`src/rtl/l15_data_array_ctrl.sv`:
```
// l15_data_array_ctrl: merges line refills and word fetches onto the single-port L1.5 data array,
// returning fetch data in order through a 2-entry response buffer.
module l15_data_array_ctrl #(
   parameter int DATA_WIDTH = 64,
   parameter int ADDR_WIDTH = 7,
   parameter int LINE_BEATS = 4
) (
   input  logic                    clk,
   input  logic                    rst,
   input  logic                    fetch_req_i,
   input  logic [ADDR_WIDTH-1:0]   fetch_addr_i,
   output logic                    fetch_gnt_o,
   output logic                    fetch_rvalid_o,
   output logic [DATA_WIDTH-1:0]   fetch_rdata_o,
   input  logic                    fetch_rready_i,
   input  logic                    refill_valid_i,
   input  logic [ADDR_WIDTH-1:0]   refill_addr_i,
   input  logic [DATA_WIDTH-1:0]   refill_data_i,
   output logic                    refill_ready_o,
   output logic                    refill_done_o,
   output logic                    busy_o,
   output logic                    ram_req_o,
   output logic                    ram_write_o,
   output logic [ADDR_WIDTH-1:0]   ram_addr_o,
   output logic [DATA_WIDTH-1:0]   ram_wdata_o,
   output logic [DATA_WIDTH/8-1:0] ram_be_o,
   input  logic [DATA_WIDTH-1:0]   ram_rdata_i
);
   localparam int OW = $clog2(LINE_BEATS);
   localparam logic [ADDR_WIDTH-1:0] LINE_MASK = ADDR_WIDTH'(LINE_BEATS - 1);
   typedef enum logic {IDLE, REFILL} state_t;
   state_t state_q, state_d;
   logic [OW-1:0] cnt_q, cnt_d, beat_idx;
   logic [ADDR_WIDTH-1:0] base_q, base_d, line_base;
   logic pend_q, pend_d, done_q, done_d;
   logic [1:0] count_q, count_d;
   logic wr_ptr_q, wr_ptr_d, rd_ptr_q, rd_ptr_d;
   logic [DATA_WIDTH-1:0] mem_q [2];
   logic [DATA_WIDTH-1:0] mem_d [2];
   logic wr, last, pop, push;
   logic [2:0] occ;
   always_comb begin
      wr = refill_valid_i & ~rst;
      beat_idx = (state_q == IDLE) ? '0 : cnt_q;
      line_base = (state_q == IDLE) ? (refill_addr_i & ~LINE_MASK) : base_q;
      last = wr & (beat_idx == OW'(LINE_BEATS - 1));
      fetch_rvalid_o = count_q != 2'd0;
      fetch_rdata_o = fetch_rvalid_o ? mem_q[rd_ptr_q] : '0;
      pop = fetch_rvalid_o & fetch_rready_i;
      push = pend_q;
      // the read issued last cycle already owns a slot, so occupancy includes it
      occ = 3'(count_q) + 3'(pend_q) - 3'(pop);
      fetch_gnt_o = fetch_req_i & ~rst & (state_q == IDLE) & ~refill_valid_i & (occ < 3'd2);
      refill_ready_o = ~rst;
      refill_done_o = done_q;
      busy_o = (state_q == REFILL) | pend_q | fetch_rvalid_o;
      ram_req_o = wr | fetch_gnt_o;
      ram_write_o = wr;
      ram_addr_o = wr ? (line_base | ADDR_WIDTH'(beat_idx)) : fetch_gnt_o ? fetch_addr_i : '0;
      ram_wdata_o = wr ? refill_data_i : '0;
      ram_be_o = wr ? '1 : '0;
      state_d = last ? IDLE : wr ? REFILL : state_q;
      cnt_d = wr ? beat_idx + 1'b1 : cnt_q;
      base_d = wr ? line_base : base_q;
      done_d = last;
      pend_d = fetch_gnt_o;
      count_d = count_q + {1'b0, push} - {1'b0, pop};
      wr_ptr_d = wr_ptr_q ^ push;
      rd_ptr_d = rd_ptr_q ^ pop;
      mem_d = mem_q;
      mem_d[wr_ptr_q] = push ? ram_rdata_i : mem_q[wr_ptr_q];
   end
   always_ff @(posedge clk) begin
      mem_q <= mem_d;
      if (rst) begin
         state_q <= IDLE;
         cnt_q <= '0;
         base_q <= '0;
         pend_q <= 1'b0;
         done_q <= 1'b0;
         count_q <= '0;
         wr_ptr_q <= 1'b0;
         rd_ptr_q <= 1'b0;
      end else begin
         state_q <= state_d;
         cnt_q <= cnt_d;
         base_q <= base_d;
         pend_q <= pend_d;
         done_q <= done_d;
         count_q <= count_d;
         wr_ptr_q <= wr_ptr_d;
         rd_ptr_q <= rd_ptr_d;
      end
   end
endmodule

```
`config.mk`:
```
export PLATFORM = sky130hd
export DESIGN_NAME = l15_data_array_ctrl
export DESIGN_NICKNAME = d
export VERILOG_FILES = /design/src/rtl/l15_data_array_ctrl.sv
export SDC_FILE = /design/constraint.sdc
export NUM_CORES = 1
export LEC_CHECK = 0
export CAP_MARGIN = 40
export CELL_PAD_IN_SITES_DETAIL_PLACEMENT = 1
export CELL_PAD_IN_SITES_GLOBAL_PLACEMENT = 2
export CORE_ASPECT_RATIO = 1.1
export CORE_MARGIN = 1.5
export CORE_UTILIZATION = 24
export CTS_CLUSTER_DIAMETER = 120
export DETAILED_ROUTE_END_ITERATION = 10
export HOLD_SLACK_MARGIN = 0.1
export PLACE_DENSITY_LB_ADDON = 0.1
export SETUP_SLACK_MARGIN = 0.05
export SYNTH_ARGS = -nofsm -noshare
export SYNTH_HDL_FRONTEND = slang
export SYNTH_SLANG_ARGS = --single-unit
```
`constraint.sdc`:
```
create_clock -name clk -period 3.4 [get_ports clk]
set_input_delay 0.85 -clock clk [delete_from_list [all_inputs] [get_ports clk]]
set_output_delay 0.85 -clock clk [all_outputs]
set_load 0.02 [all_outputs]
```
==> key figures <==
Outcome
  • Outcome: finished with violations
  • Failing checks: negative setup slack

CTS
  • CTS tree: done
  • CTS Buf Count: 17
  • Clock Sinks: 144
  • Htree depth: 4
  • Worst-path clk slew: 60 ps
  • Clk_lat worst skew: 420 ps
  • Maximum buffer depth of the clock tree: 2
  • Root Buffer Master: clkbuf_16

Global routing
  • GRT Total Usage: 0.1420
  • Grt ovf: 0
  • Vias in the first global route: 6627
  • Pin count of the biggest net entering global routing: 93
  • First-pass GRT wire length: 35460 um
  • Antenna violations before repair: 1

Worst setup path
  • Most used cell, CP: buf_6
  • WS Path Type: in2out
  • Worst path depth: 12
  • CP startpoint: fetch_rready_i
  • Worst reg2reg setup slack: 1130 ps
  • Worst Path Arrival: 2890 ps
  • Startpoint types: primary input
  • Max incr delay on CP: 470 ps
  • CP top delay family: adder cells
  • Slowest cell on the critical path: fa_2
  • Worst reg-to-reg path cell count: 10
  • Setup crit end: ram_addr_o[2]
  • Critical Path, Cell by Cell: buf_6, o21ai_4, inv_1, ha_1, inv_1, ha_2, fa_2, nor4b_4, buf_6, nand3_4, o22ai_4, buf_6
  • Reg-to-Reg End: pend_q$_SDFF_PP0_
  • CP required: 2550 ps
  • CP max FO: 5
  • RR Startpoint: count_q[0]$_SDFF_PP0_
  • Critical path capture point type: output pin
  • Crit path buffers/inverters: 5

Synthesis
  • Avg Cell Area, Syn: 11.38 um2
  • #FFs+latches synth: 144
  • Syn Inst Count: 658
  • Mapped Nets: 809
  • Yosys cell types: 30
  • YS warnings: 0
  • Synth Cell Area: 7491 um2
  • Sequential area share after synthesis: 0.5559

Route
  • Met2 routed WL: 11620 um
  • Top Layer Used: met5
  • Post-DRT Antenna Nets: 0
  • Pre-antenna DRT Iters: 4
  • Met3 Routed Length: 1995 um
  • Routed wire length: 22640 um
  • Residual DRC: 0
  • Metal-1 WL: 8786 um
  • Via density: 4.369
  • First DRT Iteration DRCs: 248
  • Routed wire per std cell: 16.56 um
  • Vias: 5972

Floorplanning
  • Die area: 32280 um2
  • Initial Util: 0.2448
  • # IOs: 297
  • Chip Width: 171.5 um
  • Die Height: 188.3 um
  • Core ar.: 30600 um2
  • Number of core rows: 67

Final layout
  • Area Growth Syn to Fin: 56.06%
  • Most frequent cells in the layout: clkdlybuf4s50_1, mux2i_1, edfxtp_1
  • Final instance area: 11690 um2
  • Number of nets in the layout: 1090
  • Share of layout cells above drive strength 1: 0.09559
  • Most common cell after layout, fill and taps aside: clkdlybuf4s50_1
  • Fin cells: 1367

STA
  • Layout Skew: 10.23 ps
  • Final Cycle Share: 1.100
  • Max Slew Vio Count: 0
  • Slew @ Worst Pin: 699.0 ps
  • Unrepaired setup endpoints after global routing: true
  • Fmax achieved: 0.2673 GHz
  • Hold slack: 493.2 ps
  • Post-route setup slack: -340.5 ps
  • Final hold viol count: 0
  • Setup_tns: -2813 ps
  • Slew HR: 0.5340
  • Setup-failing EPs final: 9
  • Crit path time final: 3740 ps

Placement
  • Port buffer count: 294
  • DP Wirelength: 15700 um
  • Dpl cells: 1332
  • Placer Congestion: 0.7523
  • Area post-placement: 10980 um2

Power and ir drop
  • Leakage: 4.362 nW
  • Peak VDD IR: 0.0005493 V
  • Power Dens Cells: 801.1 nW/um2

Min path
  • Hold Path Class: reg2reg

Run
  • Number of max-cap violations: 0
## cells in the mapped netlist, drive strengths merged
cell / instances / area share
and3: 2 / 0.0017
xnor2: 1 / 0.0012
and2: 66 / 0.055
ha: 3 / 0.0050
o22ai: 5 / 0.0042
fa: 1 / 0.0027
nand2: 68 / 0.035
inv: 12 / 0.0060
or3: 1 / 0.00084
nor2b: 2 / 0.0017
mux2i: 140 / 0.19
xor2: 2 / 0.0023
a211oi: 1 / 0.0010
nand2b: 1 / 0.00084
nand3: 5 / 0.0033
edfxtp: 128 / 0.51
dfxtp: 16 / 0.043
buf: 40 / 0.037
nor2: 80 / 0.040
o32ai: 2 / 0.0043
clkbuf: 16 / 0.0080
o21ai: 65 / 0.043
nor4b: 1 / 0.0032
## worst min path at each step
stage	from	endpoint	slack, ps	depth (start not counted)
floorplan	base_q[1]$_SDFFE_PP0P_	base_q[1]$_SDFFE_PP0P_	460	1
global placement	base_q[1]$_SDFFE_PP0P_	base_q[1]$_SDFFE_PP0P_	480	1
detailed placement	base_q[0]$_SDFFE_PP0P_	base_q[0]$_SDFFE_PP0P_	480	1
CTS	base_q[0]$_SDFFE_PP0P_	base_q[0]$_SDFFE_PP0P_	500	1
global route	base_q[0]$_SDFFE_PP0P_	base_q[0]$_SDFFE_PP0P_	530	1
finish	base_q[0]$_SDFFE_PP0P_	base_q[0]$_SDFFE_PP0P_	490	1
## power breakdown
group	leakage (nW)	switching, W	internal (W)
combinational	2.64	0.00240	0.00187
sequential	1.40	0.000276	0.00284
clock	0.320	0.000729	0.00126
total	4.36	0.00340	0.00596
## timing repair
action                                  CTS  global route
endpoints found under the setup margin   82            23
hold buffers                              0             0
setup buffers                             1             1
pin swaps                                 6             1
gates resized for setup                 120            16
## layer usage
layer  global-route usage  vias to the layer above
met3              0.05146                       18
met5                    0                        -
met1               0.1529                     2865
met4              0.03846                        2
met2               0.2585                      223
li1                     -                     2864
## flip-flops by register name, summed over array words and instances (netlist names)
register and count:
count_q 2, rd_ptr_q 1, base_q 7, wr_ptr_q 1
refill_done_o 1, state_q 1, mem_q 128, cnt_q 2
pend_q 1
## cell families (layout without fill, tap and decap cells)
family	Yosys count	after routing	share of synthesized area
simple gates	226	226	0.1421
flops	144	144	0.5559
mux	140	140	0.1871
compound gates	73	73	0.05295
buf+inv	68	362	0.05078
fa+ha+maj	4	4	0.007684
xor+xnor	3	3	0.003508
other cells	0	1	0
## per-stage QoR
stage | setup WS, ps | util | power [W]
2_1_floorplan | -242.5 | - | 0.005586
3_3_place_gp | -1227 | 0.3583 | 0.007322
3_5_place_dp | -1266 | 0.3589 | 0.007468
4_1_cts | -338.4 | 0.3802 | 0.009530
5_1_grt | -439.2 | 0.3820 | 0.009976
6_report | -340.5 | 0.3820 | 0.009365
## area by class of cell
class                   instances  area [um2]
diodes                          1       2.502
clock buffers                  28       624.3
clock inverters                 4       23.77
fillers                      3353       18910
inverters                      12       46.29
multi-input cells             446        3114
flip-flops and latches        144        4175
well taps                     414       518.0
repair buffers                318        3186
(Power assumes the default switching activity.)
==> RTL edit, RTL diff (config.mk and constraints unchanged) <==
Change the parameter `ADDR_WIDTH` from 7 to 6.
--- a/src/rtl/l15_data_array_ctrl.sv
+++ b/src/rtl/l15_data_array_ctrl.sv
@@ -2,7 +2,7 @@
 // returning fetch data in order through a 2-entry response buffer.
 module l15_data_array_ctrl #(
    parameter int DATA_WIDTH = 64,
-   parameter int ADDR_WIDTH = 7,
+   parameter int ADDR_WIDTH = 6,
    parameter int LINE_BEATS = 4
 ) (
    input  logic                    clk,
Interface: changed (resized fetch_addr_i, ram_addr_o and refill_addr_i); port bits go from 297 to 294. The function was not compared with the original's and may differ.
==> RTL edit against the original RTL <==
The flow still finishes with violations (negative setup slack). Sequential power rose by 2%. Total power down 2.0%. Via count fell by 1.4%. Synthesized cell count decreased by 0.76%. Setup slack improved by 0.026 ns. Wire length up 6.6%. Clock skew is 0.0024 ns higher. Cell count decreased by 0.37%. Core utilization decreased by 0.57 points. Synthesized area is 0.33% higher. Cell area down 1.2%. Sequential cell count fell by 1. Critical path type unchanged. Largest cell class unchanged. Highest routed layer is now met4.
==> RTL edit: results (changes against the original RTL) <==
- Status: finished, violations left (unchanged).
- Violations in the final reports: negative setup slack (unchanged)
- Initial antenna violation count: 2 (was 1)
- The clock skew after layout is 0.0127 ns (was 0.0102 ns).
* List of most frequent post-synthesis cells: mux2i_1 (138), edfxtp_1 (128), nor2_1 (78) (was mux2i_1 (140), edfxtp_1 (128), nor2_1 (80))
- Largest registers: mem_q: 128 flops, base_q: 6 flops (was mem_q: 128 flops, base_q: 7 flops)
- Worst-case vdd ir drop: 0.333 mV (was 0.549 mV)
- The cell count after synthesis is 653 (was 658).
* Fill cell total of the finished layout: 3418 (was 3353)
* Launch point of the worst hold path: base_q[1]$_SDFFE_PP0P_ (was base_q[0]$_SDFFE_PP0P_)
- Worst-case hold path end point: base_q[1]$_SDFFE_PP0P_ (was base_q[0]$_SDFFE_PP0P_)
- The global-route wire length before repair was 37200 um (was 35500 um).
- Share of the yosys chip area belonging to registers: 55.1% (was 55.6%)
- The number of cells after detailed placement is 1325 (was 1332).
- The final hold slack was 0.493 ns (about the same).
- Synth cell types: 31 (was 30)
- Final-stage net count: 1082 (was 1090)
- Pin count of the biggest net entering global routing: 87 (was 93)
* Worst setup margin: -0.315 ns (was -0.340 ns)
* Number of endpoints failing setup at the final stage: 8 (was 9)
- The number of nets produced by synthesis is 802 (was 809).
- Dominant cells by area after synthesis: edfxtp_1 (51%), mux2i_1 (18%), and2_1 (5.6%) (was edfxtp_1 (51%), mux2i_1 (19%), and2_1 (5.5%)).
- The number of non-filler instances in the completed layout was 1362 (was 1367).
- Leak Pwr: 4.26 nW (was 4.36 nW)
* Number of global-route vias before repair: 6603 (was 6627)
- The final HPWL from detailed placement was 17400 um (was 15700 um).
* Arrival time of the worst setup path: 2.86 ns (was 2.89 ns)
* Worst slack at placement: -1.34 ns (was -1.27 ns)
* Internal: 0.00583 W (was 0.00596 W)
* Count of input and output buffers: 291 (was 294)
- Fraction of final layout cells sized beyond drive strength 1: 9.62% (was 9.56%)
* Slowest stage delay, CP: 0.45 ns (was 0.47 ns)
* Setup_tns: -2.32 ns (was -2.81 ns)
- The endpoint of the lowest-slack register-to-register path is pend_q$_SDFF_PP0_ (unchanged).
* Source of the worst register-to-register timing path: count_q[1]$_SDFF_PP0_ (was count_q[0]$_SDFF_PP0_)
- The routed wirelength normalized by instance count came to 17.7 um (was 16.6 um).
- The global router's overall resource usage came to 15.2% (was 14.2%).
- The starting DRC count in detailed routing came to 204 (was 248).
## RTL edit: cell families after synthesis
kind of cell	share of synthesized area, %
adder cells (fa/ha/maj)	0.766
buffers and inverters	5.84
multiplexers	18.4
AND/OR/NAND/NOR	13.9
XOR/XNOR	0.350
flip-flops	55.1
AO/OA/AOI/OAI	5.66
## RTL edit: worst max path at each step
stage | depth (start not counted) | to | startpoint | slack (ns)
after floorplan | 9 | ram_addr_o[3] | fetch_rready_i | -0.16
after global placement | 11 | ram_addr_o[3] | fetch_rready_i | -1.26
after detailed placement | 11 | ram_addr_o[3] | fetch_rready_i | -1.34
after CTS | 12 | ram_addr_o[1] | fetch_rready_i | -0.40
after global routing | 12 | ram_addr_o[1] | fetch_rready_i | -0.40
final | 12 | ram_addr_o[1] | fetch_rready_i | -0.31
## RTL edit: per-stage QoR
step | power [W] | instance area [sq um] | utilization, %
after CTS | 0.00932 | 11500 | 37.4
after global routing | 0.00981 | 11500 | 37.6
after floorplan | 0.00555 | 7590 | -
after global placement | 0.00723 | 10900 | 35.5
after detailed placement | 0.00736 | 10900 | 35.5
final | 0.00918 | 11500 | 37.6
## RTL edit: what timing repair did
item                                    CTS  global route
buffers inserted                          2             1
gates resized for setup                 113            15
pin swaps                                 7             5
cloned                                    0             0
endpoints found under the setup margin   79            17
## RTL edit: cell type report
cell class | instances | share of cell area [%]
Clock inverter | 8 | 0.520
Tap cell | 414 | 4.49
Antenna cell | 2 | 0.0433
Multi-Input combinational cell | 440 | 26.5
Sequential cell | 143 | 36.0
Inverter | 14 | 0.488
Timing Repair Buffer | 317 | 27.2
Clock buffer | 24 | 4.83
## RTL edit: power by group through the flow
stage / Clock (W) / Combinational [W] / Sequential (W)
2_1_floorplan: 0 / 0.00247 / 0.00308
3_3_place_gp: 0 / 0.00407 / 0.00317
3_5_place_dp: 0 / 0.00415 / 0.00321
4_1_cts: 0.00196 / 0.00418 / 0.00318
5_1_grt: 0.00203 / 0.00453 / 0.00326
6_report: 0.00189 / 0.00411 / 0.00317
## RTL edit: critical path, delay by kind of cell
family,cells,cell delay [ns]
AO/OA/AOI/OAI,2,0.15
buffers and inverters,5,0.52
adder cells (fa/ha/maj),3,0.87
AND/OR/NAND/NOR,2,0.47
## RTL edit: per-layer routing
layer	track usage, %	part of all wire, %
met2	26.6	51
met4	4.25	1.2
met3	6.49	8.9
met5	0	0
met1	16.7	39
